<file path="config.mk">
export PLATFORM = sky130hd
export DESIGN_NAME = spi_sdinit
export DESIGN_NICKNAME = d
export VERILOG_FILES = /design/src/rtl/spi_sdinit.sv
export SDC_FILE = /design/constraint.sdc
export NUM_CORES = 1
export LEC_CHECK = 0
export CAP_MARGIN = 25
export CORE_MARGIN = 3
export CORE_UTILIZATION = 35
export CTS_CLUSTER_DIAMETER = 80
export DETAILED_ROUTE_END_ITERATION = 6
export DONT_BUFFER_PORTS = 1
export PLACE_DENSITY = 0.53
export SYNTH_ARGS = -nofsm -noshare
export SYNTH_HDL_FRONTEND = slang
export SYNTH_SLANG_ARGS = --single-unit
</file>
<file path="constraint.sdc">
create_clock -name i_clk -period 3.7 [get_ports i_clk]
set_clock_uncertainty 0.15 [all_clocks]
set_input_delay 0 -clock i_clk [delete_from_list [all_inputs] [get_ports i_clk]]
set_output_delay 0 -clock i_clk [all_outputs]
set_load 0.01 [all_outputs]
</file>
<file path="src/rtl/spi_sdinit.sv">
// SD card SPI-mode initialisation sequencer.
// Sends DUMMY_BYTES wake-up bytes (0xFF, card deselected) on the shared byte
// port, then walks CMD0, CMD8, the CMD55/ACMD41 loop and CMD58 through the
// command engine. Reports card version, capacity class and an error code.
//
// Ports:
//   i_clk, i_reset_n            clock, async active-low reset
//   i_start / o_busy / o_done   host control (o_done is a one-cycle pulse)
//   o_err[2:0], o_v2, o_ccs     result, held until the next i_start
//   o_cs_active                 card-select request (low during dummy bytes)
//   o_ll_stb, o_ll_byte, i_ll_busy              byte-port handshake
//   o_cmd_stb/_type/_cmd/_data, i_cmd_busy      command engine request
//   i_cmd_rxvalid, i_cmd_response[39:0]         command engine response
//   o_cmd_reset                 engine reset pulse after a response timeout
//
// State table:
//   IDLE  | waiting for i_start
//   DUMMY | sending wake-up bytes with CS inactive
//   ISSUE | waiting for the engine to go idle, then strobing cmd_sel
//   WAIT  | waiting for the response to cmd_sel or a timeout
//   DONE  | one-cycle completion pulse
module spi_sdinit #(
  parameter int unsigned DUMMY_BYTES    = 10,
  parameter int unsigned ACMD41_RETRIES = 1000,
  parameter int unsigned RESP_TIMEOUT   = 65535
) (
  input  logic        i_clk,
  input  logic        i_reset_n,
  input  logic        i_start,
  output logic        o_busy,
  output logic        o_done,
  output logic [2:0]  o_err,
  output logic        o_v2,
  output logic        o_ccs,
  output logic        o_cs_active,
  output logic        o_ll_stb,
  output logic [7:0]  o_ll_byte,
  input  logic        i_ll_busy,
  output logic        o_cmd_stb,
  output logic [1:0]  o_cmd_type,
  output logic [5:0]  o_cmd,
  output logic [31:0] o_cmd_data,
  input  logic        i_cmd_busy,
  input  logic        i_cmd_rxvalid,
  input  logic [39:0] i_cmd_response,
  output logic        o_cmd_reset
);

  typedef enum logic [2:0] {S_IDLE, S_DUMMY, S_ISSUE, S_WAIT, S_DONE} state_t;
  typedef enum logic [2:0] {C_CMD0, C_CMD8, C_CMD55, C_ACMD41, C_CMD58} cmd_t;

  state_t      state, state_nxt;
  cmd_t        cmd_sel, cmd_nxt;
  logic [15:0] dummy_cnt;
  logic [15:0] retry_cnt;
  logic [19:0] tmo_cnt;
  logic [2:0]  err_nxt;
  logic        v2_nxt, ccs_nxt;
  logic        load_retry, dec_retry;
  logic [7:0]  r1;
  logic        unused_resp;

  assign r1          = i_cmd_response[39:32];
  assign o_ll_byte   = 8'hFF;
  assign unused_resp = ^{i_cmd_response[31], i_cmd_response[29:12]};

  always_ff @(posedge i_clk or negedge i_reset_n) begin
    if (!i_reset_n) begin
      state   <= S_IDLE;
      cmd_sel <= C_CMD0;
      o_err   <= 3'd0;
      o_v2    <= 1'b0;
      o_ccs   <= 1'b0;
    end else begin
      state   <= state_nxt;
      cmd_sel <= cmd_nxt;
      o_err   <= err_nxt;
      o_v2    <= v2_nxt;
      o_ccs   <= ccs_nxt;
    end
  end

  always_ff @(posedge i_clk or negedge i_reset_n) begin
    if (!i_reset_n) begin
      dummy_cnt <= 16'd0;
      retry_cnt <= 16'd0;
      tmo_cnt   <= 20'd0;
    end else begin
      if (state == S_IDLE && i_start)
        dummy_cnt <= 16'(DUMMY_BYTES);
      else if (o_ll_stb && !i_ll_busy)
        dummy_cnt <= dummy_cnt - 16'd1;

      if (load_retry)
        retry_cnt <= 16'(ACMD41_RETRIES);
      else if (dec_retry)
        retry_cnt <= retry_cnt - 16'd1;

      if (o_cmd_stb)
        tmo_cnt <= 20'd0;
      else if (state == S_WAIT)
        tmo_cnt <= tmo_cnt + 20'd1;
    end
  end

  always_comb begin
    state_nxt   = state;
    cmd_nxt     = cmd_sel;
    err_nxt     = o_err;
    v2_nxt      = o_v2;
    ccs_nxt     = o_ccs;
    load_retry  = 1'b0;
    dec_retry   = 1'b0;
    o_busy      = 1'b1;
    o_done      = 1'b0;
    o_cs_active = 1'b1;
    o_ll_stb    = 1'b0;
    o_cmd_stb   = 1'b0;
    o_cmd_type  = 2'b00;
    o_cmd       = 6'd0;
    o_cmd_data  = 32'd0;
    o_cmd_reset = 1'b0;

    case (state)
      S_IDLE: begin
        o_busy      = 1'b0;
        o_cs_active = 1'b0;
        if (i_start) begin
          err_nxt   = 3'd0;
          v2_nxt    = 1'b0;
          ccs_nxt   = 1'b0;
          state_nxt = S_DUMMY;
        end
      end
      S_DUMMY: begin
        o_cs_active = 1'b0;
        if (dummy_cnt == 16'd0) begin
          cmd_nxt    = C_CMD0;
          load_retry = 1'b1;
          state_nxt  = S_ISSUE;
        end else begin
          o_ll_stb = 1'b1;
        end
      end
      S_ISSUE: begin
        case (cmd_sel)
          C_CMD8:   begin o_cmd = 6'd8;  o_cmd_type = 2'b10; o_cmd_data = 32'h0000_01AA; end
          C_CMD55:  begin o_cmd = 6'd55; end
          C_ACMD41: begin o_cmd = 6'd41; o_cmd_data = o_v2 ? 32'h4000_0000 : 32'd0; end
          C_CMD58:  begin o_cmd = 6'd58; o_cmd_type = 2'b10; end
          default:  ;
        endcase
        if (!i_cmd_busy) begin
          o_cmd_stb = 1'b1;
          state_nxt = S_WAIT;
        end
      end
      S_WAIT: begin
        // A response in the expiry cycle wins over the timeout.
        if (i_cmd_rxvalid) begin
          state_nxt = S_ISSUE;
          case (cmd_sel)
            C_CMD0:
              if (r1 == 8'h01) cmd_nxt = C_CMD8;
              else begin err_nxt = 3'd1; state_nxt = S_DONE; end
            C_CMD8:
              if (r1 == 8'h01 && i_cmd_response[11:0] == 12'h1AA) begin
                v2_nxt  = 1'b1;
                cmd_nxt = C_CMD55;
              end else if (r1 == 8'h05) begin
                v2_nxt  = 1'b0;
                cmd_nxt = C_CMD55;
              end else begin
                err_nxt   = 3'd2;
                state_nxt = S_DONE;
              end
            C_CMD55:
              if (r1 == 8'h00 || r1 == 8'h01) cmd_nxt = C_ACMD41;
              else begin err_nxt = 3'd4; state_nxt = S_DONE; end
            C_ACMD41:
              if (r1 == 8'h00) cmd_nxt = C_CMD58;
              else if (r1 == 8'h01) begin
                dec_retry = 1'b1;
                if (retry_cnt <= 16'd1) begin
                  err_nxt   = 3'd3;
                  state_nxt = S_DONE;
                end else begin
                  cmd_nxt = C_CMD55;
                end
              end else begin
                err_nxt   = 3'd4;
                state_nxt = S_DONE;
              end
            C_CMD58: begin
              state_nxt = S_DONE;
              if (r1 == 8'h00) ccs_nxt = o_v2 & i_cmd_response[30];
              else err_nxt = 3'd5;
            end
            default: state_nxt = S_DONE;
          endcase
        end else if (tmo_cnt == 20'(RESP_TIMEOUT - 1)) begin
          err_nxt     = 3'd6;
          o_cmd_reset = 1'b1;
          state_nxt   = S_DONE;
        end
      end
      S_DONE: begin
        o_done      = 1'b1;
        o_busy      = 1'b0;
        o_cs_active = 1'b0;
        state_nxt   = S_IDLE;
      end
      default: state_nxt = S_IDLE;
    endcase
  end

endmodule

</file>
## Word level (Yosys, flattened, before mapping)

Cells that the tools add are included.

| cells by class | value |
|---|---|
| magnitude comparators | 1 |
| shift-type cells | 0 |
| reductions and logical operators | 22 |
| divide/modulo/power cells | 0 |
| bitwise gates (word level) | 1 |
| multiply operators | 0 |
| eq/ne operators | 35 |
| add/sub/neg operators | 3 |
| multiplexer cells | 78 |

Operator list:

| cell | count |
|---|---|
| 2-to-1 mux 3 bit | 32 |
| 2-to-1 mux 16 bit | 4 |
| 2-to-1 mux 31 bit | 2 |
| one-hot mux 31 bit (2 select lines) | 1 |
| 2-to-1 mux 20 bit | 2 |
| != test 4 bit, second input constant | 9 |
| one-hot mux 3 bit (4 select lines) | 3 |
| subtractor 16 x 1 -> 16 bit, second input constant | 2 |
| 2-to-1 mux 1 bit | 25 |
| one-hot mux 6 bit (4 select lines) | 1 |
| adder 20 x 1 -> 20 bit, second input constant | 1 |
| equality test 20 x 16 -> 1 bit, second input constant | 1 |
| <= comparator 16 x 1 -> 1 bit, second input constant | 1 |
| logical NOT 16 bit | 1 |
| one-hot mux 3 bit (5 select lines) | 1 |
| equality test 12 x 9 -> 1 bit, second input constant | 1 |
| equality test 3 x 2 -> 1 bit, second input constant | 4 |
| one-hot mux 3 bit (2 select lines) | 2 |
| AND reduction 11 bit | 1 |
| AND reduction 5 bit | 2 |
| nonzero test 2 bit | 5 |
| AND reduction 9 bit | 1 |
| equality test 8 x 1 -> 1 bit, second input constant | 1 |
| equality test 8 x 3 -> 1 bit, second input constant | 1 |
| other kinds (22) | 36 |

| storage, ports and cells | value |
|---|---|
| input port bits | 46 |
| bits in latches | 0 |
| bits in read-only memories | 0 |
| memory bits (writable) | 0 |
| memories kept | 0 |
| output and inout bits | 59 |
| word-level logic and storage cells | 148 |
| register bits after elaboration | 63 |

## Longest topological paths before layout

| depth | value |
|---|---|
| depth in word-level cells | 8 |
| gate-level depth with buffers | 9 |

## Worst setup path after synthesis

No wires, ideal clock.

| timing | value |
|---|---|
| kind | register -> register |
| start point | reg retry_cnt[10] |
| end point | reg cmd_sel[0] |
| buffers on the path | 1 |
| arrival | 2155 ps |
| slack | 1274 ps |
| setup time | 121 ps |
| cell stages (with the launch flop) | 9 |
| path through | dfrtp_1 > or4_4 > or4_4 > o41ai_4 > a21oi_2 > nor2b_2 > buf_6 > nor2_1 > o22a_1 |

| on the way | value |
|---|---|
| longest elaborated chain between the ends | 3 |

Ends and longest elaborated chain:

| what | RTL line | RTL |
|---|---|---|
| start, declared | 55 | `logic [15:0] retry_cnt;` |
| start signal, assigned | 95 | `retry_cnt <= 16'(ACMD41_RETRIES);` |
| start signal, assigned | 97 | `retry_cnt <= retry_cnt - 16'd1;` |
| <= comparator 16 x 1 -> 1 bit | 184 | `if (retry_cnt <= 16'd1) begin` |
| != test 4 bit (no line) | -- |  |
| AND reduction 9 bit (no line) | -- |  |
| end signal, assigned | 76 | `cmd_sel <= cmd_nxt;` |
| end, declared | 53 | `cmd_t cmd_sel, cmd_nxt;` |

No other way between the ends.
A chain may end at the register's enable or synchronous reset.

## Worst setup path in the final report

| timing | value |
|---|---|
| start point | in i_cmd_response[4] |
| end point | reg o_v2 |

| on the way | value |
|---|---|
| longest elaborated chain between the ends | 6 |
| elaborated cells between the ends (all ways) | 8 |
| those cells by class | eq/ne (2); mux (4); reduce/logical (2) |

Ends and longest elaborated chain:

| what | RTL line | RTL |
|---|---|---|
| start, declared | 45 | `input logic [39:0] i_cmd_response,` |
| equality test 12 x 9 -> 1 bit * | 167 | `if (r1 == 8'h01 && i_cmd_response[11:0] == 12'h1AA) begin` |
| logical AND 1 bit * | 167 |  |
| 2-to-1 mux 1 bit | 167 |  |
| 2-to-1 mux 1 bit | 162 | `case (cmd_sel)` |
| 2-to-1 mux 1 bit | 160 | `if (i_cmd_rxvalid) begin` |
| one-hot mux 1 bit (2 select lines) | 124 | `case (state)` |
| end signal, assigned | 78 | `o_v2 <= v2_nxt;` |
| end, declared | 33 | `output logic o_v2,` |

Every way passes the cells marked *; elsewhere a longest branch is shown, timed or not. The select of a mux whose other input is x is not followed.

==> flow_summary.json <==
{
  "status": "finished, final reports clean",
  "die_w_um": 111.3,
  "r2r_cells": 6,
  "ys.flop_type": "dfrtp_1",
  "final_max_slew_viol_count": 0,
  "total_power_mw": 2.218,
  "worst_pin_slew_ns": 0.9592,
  "pre_cts_ws_ns": 0.9455,
  "start_util": 0.3676,
  "period_minus_slack_ns": 2.999,
  "core_um2": 10560,
  "netlist_top_cells_area": "dfrtp_1, buf_4, xnor2_1, nor2_1, nand2_1",
  "synthCells": 438,
  "powerDensity_nw_per_um2": 521.7,
  "cp.arrival_ns": 3.12,
  "cts-root-buf": "clkbuf_8",
  "hold_end": "o_err[2]$_DFFE_PN0P_",
  "cts_tree": "built",
  "die_h_um": 111.3,
  "grt_max_degree": 64,
  "synth_top_area_frac": 0.4063,
  "ys_seq_area_frac": 0.4063,
  "clk_path_buf_depth": 2,
  "relSlewSlack": 0.3577,
  "avgRoutedWirePerCell_um": 14.66,
  "gp_congestion": 0.7971,
  "required_ns": 3.82,
  "syn_avg_cell_area_um2": 8.858,
  "finalSetupTns_ns": 0,
  "cts_buffers": 9,
  "cts_setup_buffers": 0,
  "criticalPathCategory": "in2reg",
  "n_fill_cell": 1085,
  "yosysMostFrequentCell": "dfrtp_1",
  "synth_common_cells": "dfrtp_1, nor2_1, buf_4",
  "drtIter0Drc": 133,
  "postRouteAntennaNets": 0,
  "clk_pin_slew_ns": 0.07,
  "r2r_end": "state[0]$_DFFE_PN0P_",
  "drt-total-wl_mm": 8.693,
  "leakagePower_nw": 1.756,
  "clock-sinks": 63,
  "reg2reg_from": "dummy_cnt[8]$_DFFE_PN0P_",
  "vias_per_cell": 5.022,
  "critPathCaptureType": "flop",
  "overflow": 0,
  "antenna_cells": 0,
  "via_count": 2978,
  "clock_latency_ns": 0.35,
  "grt_pass1_vias": 2855,
  "io_pins": 105,
  "die-area_um2": 12390,
  "yosys.area.top_type": "dfrtp_1",
  "ys_ff_latch": 63,
  "maxCapViolCount": 0,
  "start_kind": "input pin",
  "setup_viol": 0,
  "ys_async_sr_fraction": 1.000,
  "min-delay-path-class": "in2reg",
  "fmax_mhz": 333.5,
  "grt_pass1_wl_mm": 14.49,
  "hold_viol_final": 0,
  "stdcell_area_um2": 4252,
  "drt_pass1_iterations": 4,
  "setup_slack_ns": 0.7011,
  "antenna_found_initial": 0,
  "htree_levels": 3,
  "drc_errors": 0,
  "grtUsageTotal": 0.1445,
  "syn_area_um2": 3880,
  "yosysUniqueCellTypes": 60,
  "port_buffers": 0,
  "synth_edf_count": 0,
  "ys_warn_count": 0,
  "rows": 37,
  "hpwl_mm": 6.064,
  "crit_fanout": 2,
  "r2r_slack_ns": 0.73,
  "vdd_drop_max_mv": 0.4091,
  "synthToLayoutAreaGrowth_pct": 9.578,
  "dpl_cell_area_um2": 3830,
  "drive_above_1_share": 0.09409,
  "fin_crit_sh": 0.8105,
  "min_path_cells": 4,
  "rsz0062_at_grt": "false",
  "hold_start": "i_cmd_response[36]",
  "final_net_count": 503
}
[critical path: stages]
cell	delay, ns
dlygate4sd3_1	0.53
nor4b_1	0.27
dlygate4sd3_1	0.58
nand3_1	0.09
dlygate4sd3_1	0.58
nor4_1	0.22
dlygate4sd3_1	0.61
o21ai_0	0.09
a21oi_1	0.15
[per-stage QoR]
stage,cells,utilization,hold WS [ns]
after floorplan,471,-,-0.4456
after global placement,555,0.3629,-0.4441
after detailed placement,555,0.3629,-0.4442
after CTS,593,0.4028,0.01552
after global routing,593,0.4028,0.05367
final,593,0.4028,0.01484
[flip-flops by register name, summed over array words and instances (netlist names)]
register,cells
o_ccs,1
o_err,3
retry_cnt,16
tmo_cnt,20
o_v2,1
dummy_cnt,16
cmd_sel,3
state,3
[how the worst max path moves through the flow]
| stage | startpoint | to | slack, ns | cells after the start |
|---|---|---|---|---|
| floorplan | retry_cnt[10]$_DFFE_PN0P_ | cmd_sel[0]$_DFFE_PN0P_ | 1.27 | 8 |
| global placement | dummy_cnt[8]$_DFFE_PN0P_ | cmd_sel[1]$_DFFE_PN0P_ | 0.99 | 7 |
| detailed placement | dummy_cnt[8]$_DFFE_PN0P_ | cmd_sel[1]$_DFFE_PN0P_ | 0.95 | 7 |
| CTS | i_cmd_response[4] | o_v2$_DFFE_PN0P_ | 0.73 | 9 |
| global route | dummy_cnt[8]$_DFFE_PN0P_ | state[0]$_DFFE_PN0P_ | 0.41 | 6 |
| finish | i_cmd_response[4] | o_v2$_DFFE_PN0P_ | 0.70 | 9 |
[final cells by class]
class	count	area [µm²]	area share
inverters	15	56.30	0.01324
clock buffers	11	151.4	0.03561
clock inverters	5	32.53	0.007652
flip-flops and latches	63	1577	0.3708
well taps	136	170.2	0.04002
repair buffers	25	260.3	0.06121
multi-input cells	338	2004	0.4715
[what timing repair did]
| item | CTS | global route |
|---|---|---|
| hold buffers | 22 | 0 |
| endpoints found under the setup margin | 0 | 0 |
| gates resized for setup | 0 | 0 |
| endpoints found under the hold margin | 101 | 0 |
[where the power goes]
group	switching, mW	internal [mW]	total, mW
Sequential	0.142	0.800	0.943
Combinational	0.446	0.271	0.718
Clock	0.281	0.277	0.558
Total	0.870	1.35	2.22
[cells in the final DEF, fill, tap and decap left out, drive strengths merged, types with 5 or more instances in the layout]
cell / instances
dfrtp: 63
nor2: 57
nand2: 35
conb: 35
nand3: 28
o21ai: 26
xnor2: 25
dlygate4sd3: 21
nor3: 17
inv: 15
a21oi: 13
clkbuf: 11
nor4: 11
or4: 10
xor2: 9
or3: 7
ha: 5
[per-layer routing]
layer	wire (µm)	vias to the layer above	GRT usage	part of all wire
met5	0	-	0	0
met4	89	0	0.04055	0.010
met3	630	6	0.06550	0.072
met2	4021	69	0.2284	0.46
met1	3952	1416	0.1784	0.45
li1	-	1487	-	-
[cell families (layout without fill, tap and decap cells)]
group | after synthesis | count (layout) | share of synthesized area
adder cells (fa/ha/maj) | 5 | 5 | 0.01612
buffers and inverters | 70 | 56 | 0.1103
flip-flops | 63 | 63 | 0.4063
XOR/XNOR | 34 | 34 | 0.07675
multiplexers | 3 | 3 | 0.008062
AO/OA/AOI/OAI | 65 | 65 | 0.1096
AND/OR/NAND/NOR | 196 | 196 | 0.2709
other | 2 | 35 | 0.001936
Note: power is estimated with default switching activity, not from simulation.
